### config.mk
export PLATFORM = sky130hd
export DESIGN_NAME = hazard_stall_controller
export DESIGN_NICKNAME = d
export VERILOG_FILES = /design/src/rtl/hazard_stall_controller.sv
export SDC_FILE = /design/constraint.sdc
export NUM_CORES = 1
export LEC_CHECK = 0
export CORE_AREA = 2 2 39 41
export DETAILED_ROUTE_END_ITERATION = 8
export DIE_AREA = 0 0 41 43
export DONT_BUFFER_PORTS = 1
export PLACE_DENSITY = 0.62
export SLEW_MARGIN = 10
export SYNTH_ARGS = -nofsm -noshare
export SYNTH_HDL_FRONTEND = slang
export SYNTH_SLANG_ARGS = --single-unit
### constraint.sdc
create_clock -name clk_i -period 2.4 [get_ports clk_i]
set_input_delay 0.48 -clock clk_i [delete_from_list [all_inputs] [get_ports clk_i]]
set_output_delay 0.48 -clock clk_i [all_outputs]
set_load 0.02 [all_outputs]
### src/rtl/hazard_stall_controller.sv
// Pipeline sequencing controller: global freeze for MUL/DIV and data-memory waits,
// plus local load-use bubble and taken-branch flush when the pipe is running.
module hazard_stall_controller #(
  parameter int MD_LATENCY = 4
) (
  input  logic       clk_i,
  input  logic       rst_i,
  input  logic [4:0] ID_RS1_i,
  input  logic [4:0] ID_RS2_i,
  input  logic       ID_Branch_taken_i,
  input  logic       EX_MemRead_i,
  input  logic [4:0] EX_Rd_i,
  input  logic       EX_MulDiv_i,
  input  logic       MEM_Access_i,
  input  logic       mem_ready_i,
  output logic       PC_Write_o,
  output logic       IFID_Write_o,
  output logic       IFID_Flush_o,
  output logic       IDEX_Bubble_o,
  output logic       Pipe_Stall_o,
  output logic       MD_start_o,
  output logic       MD_busy_o
);

  typedef enum logic [1:0] {
    IDLE     = 2'd0,
    MD_RUN   = 2'd1,
    MEM_WAIT = 2'd2
  } state_t;

  // The start cycle already counts as one EX cycle and the exit cycle another.
  localparam logic [3:0] MD_INIT = 4'(MD_LATENCY - 2);

  state_t     state_reg;
  state_t     state_next;
  logic [3:0] cnt_reg;
  logic [3:0] cnt_next;
  logic       md_done_q;
  logic       md_done_next;

  logic       mem_block;
  logic       load_use;
  logic       stall;
  logic       md_start;

  assign mem_block = MEM_Access_i && !mem_ready_i;
  assign load_use  = EX_MemRead_i && (EX_Rd_i != 5'd0) &&
                     ((EX_Rd_i == ID_RS1_i) || (EX_Rd_i == ID_RS2_i));

  always_ff @(posedge clk_i or negedge rst_i) begin
    if (!rst_i) begin
      state_reg <= IDLE;
      cnt_reg   <= 4'd0;
      md_done_q <= 1'b0;
    end else begin
      state_reg <= state_next;
      cnt_reg   <= cnt_next;
      md_done_q <= md_done_next;
    end
  end

  always_comb begin
    state_next   = state_reg;
    cnt_next     = cnt_reg;
    md_done_next = md_done_q;
    stall        = 1'b0;
    md_start     = 1'b0;
    case (state_reg)
      IDLE: begin
        // Memory wait takes precedence; MUL/DIV starts once memory has completed.
        if (mem_block) begin
          stall      = 1'b1;
          state_next = MEM_WAIT;
        end else if (EX_MulDiv_i) begin
          stall      = 1'b1;
          md_start   = 1'b1;
          cnt_next   = MD_INIT;
          state_next = MD_RUN;
        end
      end
      MD_RUN: begin
        if (cnt_reg != 4'd0) begin
          stall    = 1'b1;
          cnt_next = cnt_reg - 4'd1;
        end else if (mem_block) begin
          // Result is ready; remember it so the memory wait does not restart the unit.
          stall        = 1'b1;
          md_done_next = 1'b1;
          state_next   = MEM_WAIT;
        end else begin
          state_next = IDLE;
        end
      end
      MEM_WAIT: begin
        if (!mem_ready_i) begin
          stall = 1'b1;
        end else if (EX_MulDiv_i && !md_done_q) begin
          stall      = 1'b1;
          md_start   = 1'b1;
          cnt_next   = MD_INIT;
          state_next = MD_RUN;
        end else begin
          md_done_next = 1'b0;
          state_next   = IDLE;
        end
      end
      default: begin
        state_next   = IDLE;
        cnt_next     = 4'd0;
        md_done_next = 1'b0;
      end
    endcase
  end

  always_comb begin
    PC_Write_o    = 1'b1;
    IFID_Write_o  = 1'b1;
    IFID_Flush_o  = 1'b0;
    IDEX_Bubble_o = 1'b0;
    Pipe_Stall_o  = 1'b0;
    MD_start_o    = 1'b0;
    MD_busy_o     = 1'b0;
    if (rst_i) begin
      MD_start_o = md_start;
      MD_busy_o  = (state_reg == MD_RUN);
      if (stall) begin
        Pipe_Stall_o = 1'b1;
        PC_Write_o   = 1'b0;
        IFID_Write_o = 1'b0;
      end else if (load_use) begin
        // Bubble wins over a taken branch; the flush returns once the hazard clears.
        PC_Write_o    = 1'b0;
        IFID_Write_o  = 1'b0;
        IDEX_Bubble_o = 1'b1;
      end else begin
        IFID_Flush_o = ID_Branch_taken_i;
      end
    end
  end

endmodule
Yosys cells after proc, flatten, opt, wreduce, memory -nomap -nowiden
Cells that the tools add are included.

word-level totals
  flip-flop bits (word level) = 7
  bits in latches = 0
  RAM bits = 0
  bits in read-only memories = 0
  word-level logic and storage cells = 72
  memories kept = 0

operators by class
  add/subtract/negate cells = 1
  $mul = 0
  div/mod/pow operators = 0
  magnitude comparators = 0
  equal/unequal tests = 13
  shift operators = 0
  mux-type cells = 41
  bitwise logic cells = 1
  reductions and logical operators = 13

operators by type and width
  kind                   count
  $mux W1                26
  $mux W4                5
  $ne A2 B2 Y1 const B   8
  $pmux W4 S3            1
  $eq A5 B5 Y1           2
  $mux W2                5
  $reduce_and A5 Y1      2
  $pmux W1 S3            2
  $pmux W2 S3            1
  $reduce_bool A5 Y1     1
  $logic_and A1 B1 Y1    4
  $reduce_bool A4 Y1     1
  $sub A4 B1 Y4 const B  1
  $ne A3 B3 Y1 const B   1
  $reduce_and A3 Y1      1
  $eq A2 B1 Y1 const B   1
  $eq A2 B2 Y1 const B   1
  $logic_not A1 Y1       2
  $logic_not A2 Y1       1
  $pmux W1 S2            1
  $logic_or A1 B1 Y1     1
  $not A1 Y1             1

Logic depth before layout (Yosys ltp)
  word-level depth = 7
  depth in mapped cells = 7
  gate-level depth less buffers = 6

Least setup slack after synthesis
No wires, ideal clock.

  path type = input to output
  start = input EX_Rd_i[1]
  end = output PC_Write_o
  arrival = 1.763 ns
  setup slack = 0.157 ns
  stages on the path = 5
  path buffers = 1
  cell sequence = or4_4 -> o21ai_2 -> a21oi_2 -> o21ai_1 -> buf_4

on the way
  cells in the longest elaborated chain, start to end = 6
  elaborated cells between the ends (all ways) = 9
  those cells by class = eq/ne: 2; mux: 3; reduce/logical: 4

ends and longest elaborated chain
  what                                                       RTL line  source
  from (decl)                                                12        input logic [4:0] EX_Rd_i,
  $eq A5 B5 Y1 or $reduce_bool A5 Y1 (tied branches)         48, 47
  $logic_or A1 B1 Y1 or $logic_and A1 B1 Y1 (tied branches)  48, 47
  $logic_and A1 B1 Y1 (*)                                    47        assign load_use = EX_MemRead_i && (EX_Rd_i != 5'd0) &&
  $mux W1 (*) (3 in a row)                                   -
  to (decl)                                                  16        output logic PC_Write_o,

Every way passes the cells marked *; elsewhere a longest branch is shown, timed or not.

Final worst setup path
  start = register cnt_reg[0]
  end = output IDEX_Bubble_o

on the way
  cells in the longest elaborated chain, start to end = 5

ends and longest elaborated chain
  what                    RTL line  source
  from (decl)             36        logic [3:0] cnt_reg;
  from (signal assigned)  57        cnt_reg <= cnt_next;
  $reduce_bool A4 Y1      82        if (cnt_reg != 4'd0) begin
  $mux W1                 82
  $pmux W1 S3             68        case (state_reg)
  $mux W1                 126       if (stall) begin
  $mux W1                 123       if (rst_i) begin
  to (decl)               19        output logic IDEX_Bubble_o,

Every way passes these cells.

==> flow_summary.toml <==
[status]
status = "finished clean"

[global_routing]
antenna_found_initial = 0
grt_pass1_vias = 460
track_usage_pct = 15.96
grt_max_degree = 12
grt-ovfl-total = 0
grt_pass1_wl_um = 1932

[finish]
fin_cells = 94
n_antenna_cell = 0
area_delta_synth_final_pct = 9.938
largest_register_ffs = 4
layout.nets = 103
final_core_util_pct = 48.01
drive_above_1_share_pct = 15.38

[placed_design]
post-place-ws_ns = 0.3933
gp_congestion = 0.8063
io_buffers = 0
dp_hpwl_um = 969.9
dpl.cell_count = 89

[die]
coreArea_sq_mm = 0.001384
die_height_um = 43
die-area_sq_mm = 0.001763
start_util_pct = 43.67
rows = 14
die_width_um = 41
io_pins = 29

[drt]
ant_nets = 0
via_per_inst = 5.798
wl_um = 1300
route.detailed.drc = 0
dr.pass1.iters = 4
dr_total_vias = 545
post_drt_wl_per_cell_um = 13.83
first_iter_violations = 4

[clock_tree]
numCtsBuffers = 3
clkTransAtPathRegs_ns = 0.05
root_buffer = "clkbuf_4"
clock_path_buffers = 2
h-tree-depth = 1
insertion_delay_ns = 0.26
tritoncts = "built"
cts_setup_buffers = 0
cts_num_sinks = 7

[power]
powerDensity_mw_per_mm2 = 1021
power_uw = 678.1
leakage_uw = 0.0002872
ir_worst_vdd_mv = 0.4418

[setup_path]
criticalPathCategory = "reg -> out"
critPathMaxFanout = 5
endpoint_kind = "primary output"
critPathRequiredTime_ns = 1.92
arrival_ns = 1.74
start_kind = "register"

[yosys]
syn_inst = 74
ys_ff_latch = 7
synth_edf_count = 0
ys_seq_area_share_pct = 28.99
yosysTopAreaCellShare_pct = 28.99
synth_most_common_cell = "dfrtp_1"
yosys-top-cells-count = "7 x dfrtp_1, 6 x xor2_1, 5 x nor2_1, 5 x o21ai_1"
avgSynthCellArea_sq_um = 8.167
ys_types = 30
synth_area_leaders = "dfrtp_1 29%, xor2_1 8.7%, xnor2_1 5.8%"
synth_ff_type = "dfrtp_1"
synth_nets = 98
yosysWarningCount = 0
syn-cell-area_sq_um = 604.3
yosysTopAreaCell = "dfrtp_1"
ys_async_sr_fraction_pct = 100.0

[sta]
skew_ns = 0.004415
finalHoldViolCount = 0
fin_ws_ns = 0.1798
finalCritPeriodShare_pct = 92.51
slew_viol_final = 0
worst_slew_pin_slew_ns = 0.3976
slew_headroom_pct = 73.38
rsz0062_at_grt = "false"
period_minus_slack_ns = 2.220
max_freq_mhz = 450.4
setup_viol = 0
setup_tns_ns = 0

[job]
maxCapViolCount = 0

[hold_path]
hold_path.class = "in -> reg"
## worst paths after layout
| check | startpoint | endpoint | slack, ns | cells after the start |
|---|---|---|---|---|
| max | cnt_reg[0] | IDEX_Bubble_o | 0.18 | 6 |
| min | mem_ready_i | md_done_q | 0.33 | 1 |
| max reg2reg | state_reg[1] | cnt_reg[1] | 1.07 | 4 |
| min reg2reg | cnt_reg[0] | cnt_reg[0] | 0.52 | 1 |
| max in group asynchronous | rst_i | cnt_reg[2] | 1.58 | 1 |
| min in group asynchronous | rst_i | state_reg[0] | 0.56 | 1 |
## repair_timing
| action | CTS | global route |
|---|---|---|
| hold endpoints to repair | 7 | 0 |
| hold buffers | 1 | 0 |
| resized for setup | 0 | 1 |
| setup endpoints to repair | 0 | 2 |
## kinds of logic (layout without fill, tap and decap cells)
family,Yosys count,in the layout,share of synthesized area (%)
buffers and inverters,8,12,6.003
flip-flops,7,7,28.99
AO/OA/AOI/OAI,22,22,22.98
adder cells (fa/ha/maj),2,2,4.140
XOR/XNOR,10,10,14.49
AND/OR/NAND/NOR,25,25,23.39
## cell usage in the layout, fill, tap and decap left out, types with 2 or more instances in the layout
master / n
dfrtp_1: 7
xor2_1: 6
nor2_1: 5
o21ai_1: 5
inv_1: 4
nand2b_1: 4
nand2_1: 4
nor3_1: 4
xnor2_1: 4
o21ai_0: 4
a21oi_1: 3
clkbuf_4: 3
and2_1: 2
nand3_1: 2
ha_1: 2
buf_4: 2
## per-stage QoR
step	instance area (sq um)	hold WS [ns]
CTS	658.1	0.3270
finish	664.4	0.3317
global placement	621.8	0.1846
detailed placement	621.8	0.1847
global route	664.4	0.3167
floorplan	604.3	0.1844
## worst max-delay path: stages (launching register included)
cell and delay [ns]:
dfrtp_1 0.39, inv_1 0.09, ha_1 0.16, nand2_1 0.11
a21oi_1 0.21, o22ai_2 0.14, nor3b_2 0.39
## report_power, final
group / leakage [uW] / internal [uW] / total (uW) / switching, uW
clock network: 0.0000150 / 63.6 / 110 / 46.0
registers: 0.0000871 / 165 / 229 / 64.2
logic: 0.000185 / 142 / 340 / 197
total: 0.000287 / 371 / 678 / 307
## layout make-up
| type | instances | area [sq um] |
|---|---|---|
| Fill cell | 135 | 719.4 |
| Multi-Input combinational cell | 59 | 399.1 |
| Sequential cell | 7 | 175.2 |
| Clock buffer | 4 | 26.28 |
| Timing Repair Buffer | 3 | 25.02 |
| Tap cell | 16 | 20.02 |
| Inverter | 5 | 18.77 |
## layer usage
layer / vias up / share of wire (%) / wire length (um) / track usage, %
met2: 22 / 49 / 643 / 23.75
met1: 256 / 41 / 530 / 20.98
li1: 265 / - / - / -
met4: 0 / 1.6 / 21 / 8.000
met5: - / 0 / 0 / 0
met3: 2 / 8.0 / 104 / 3.141
(Power assumes the default switching activity.)
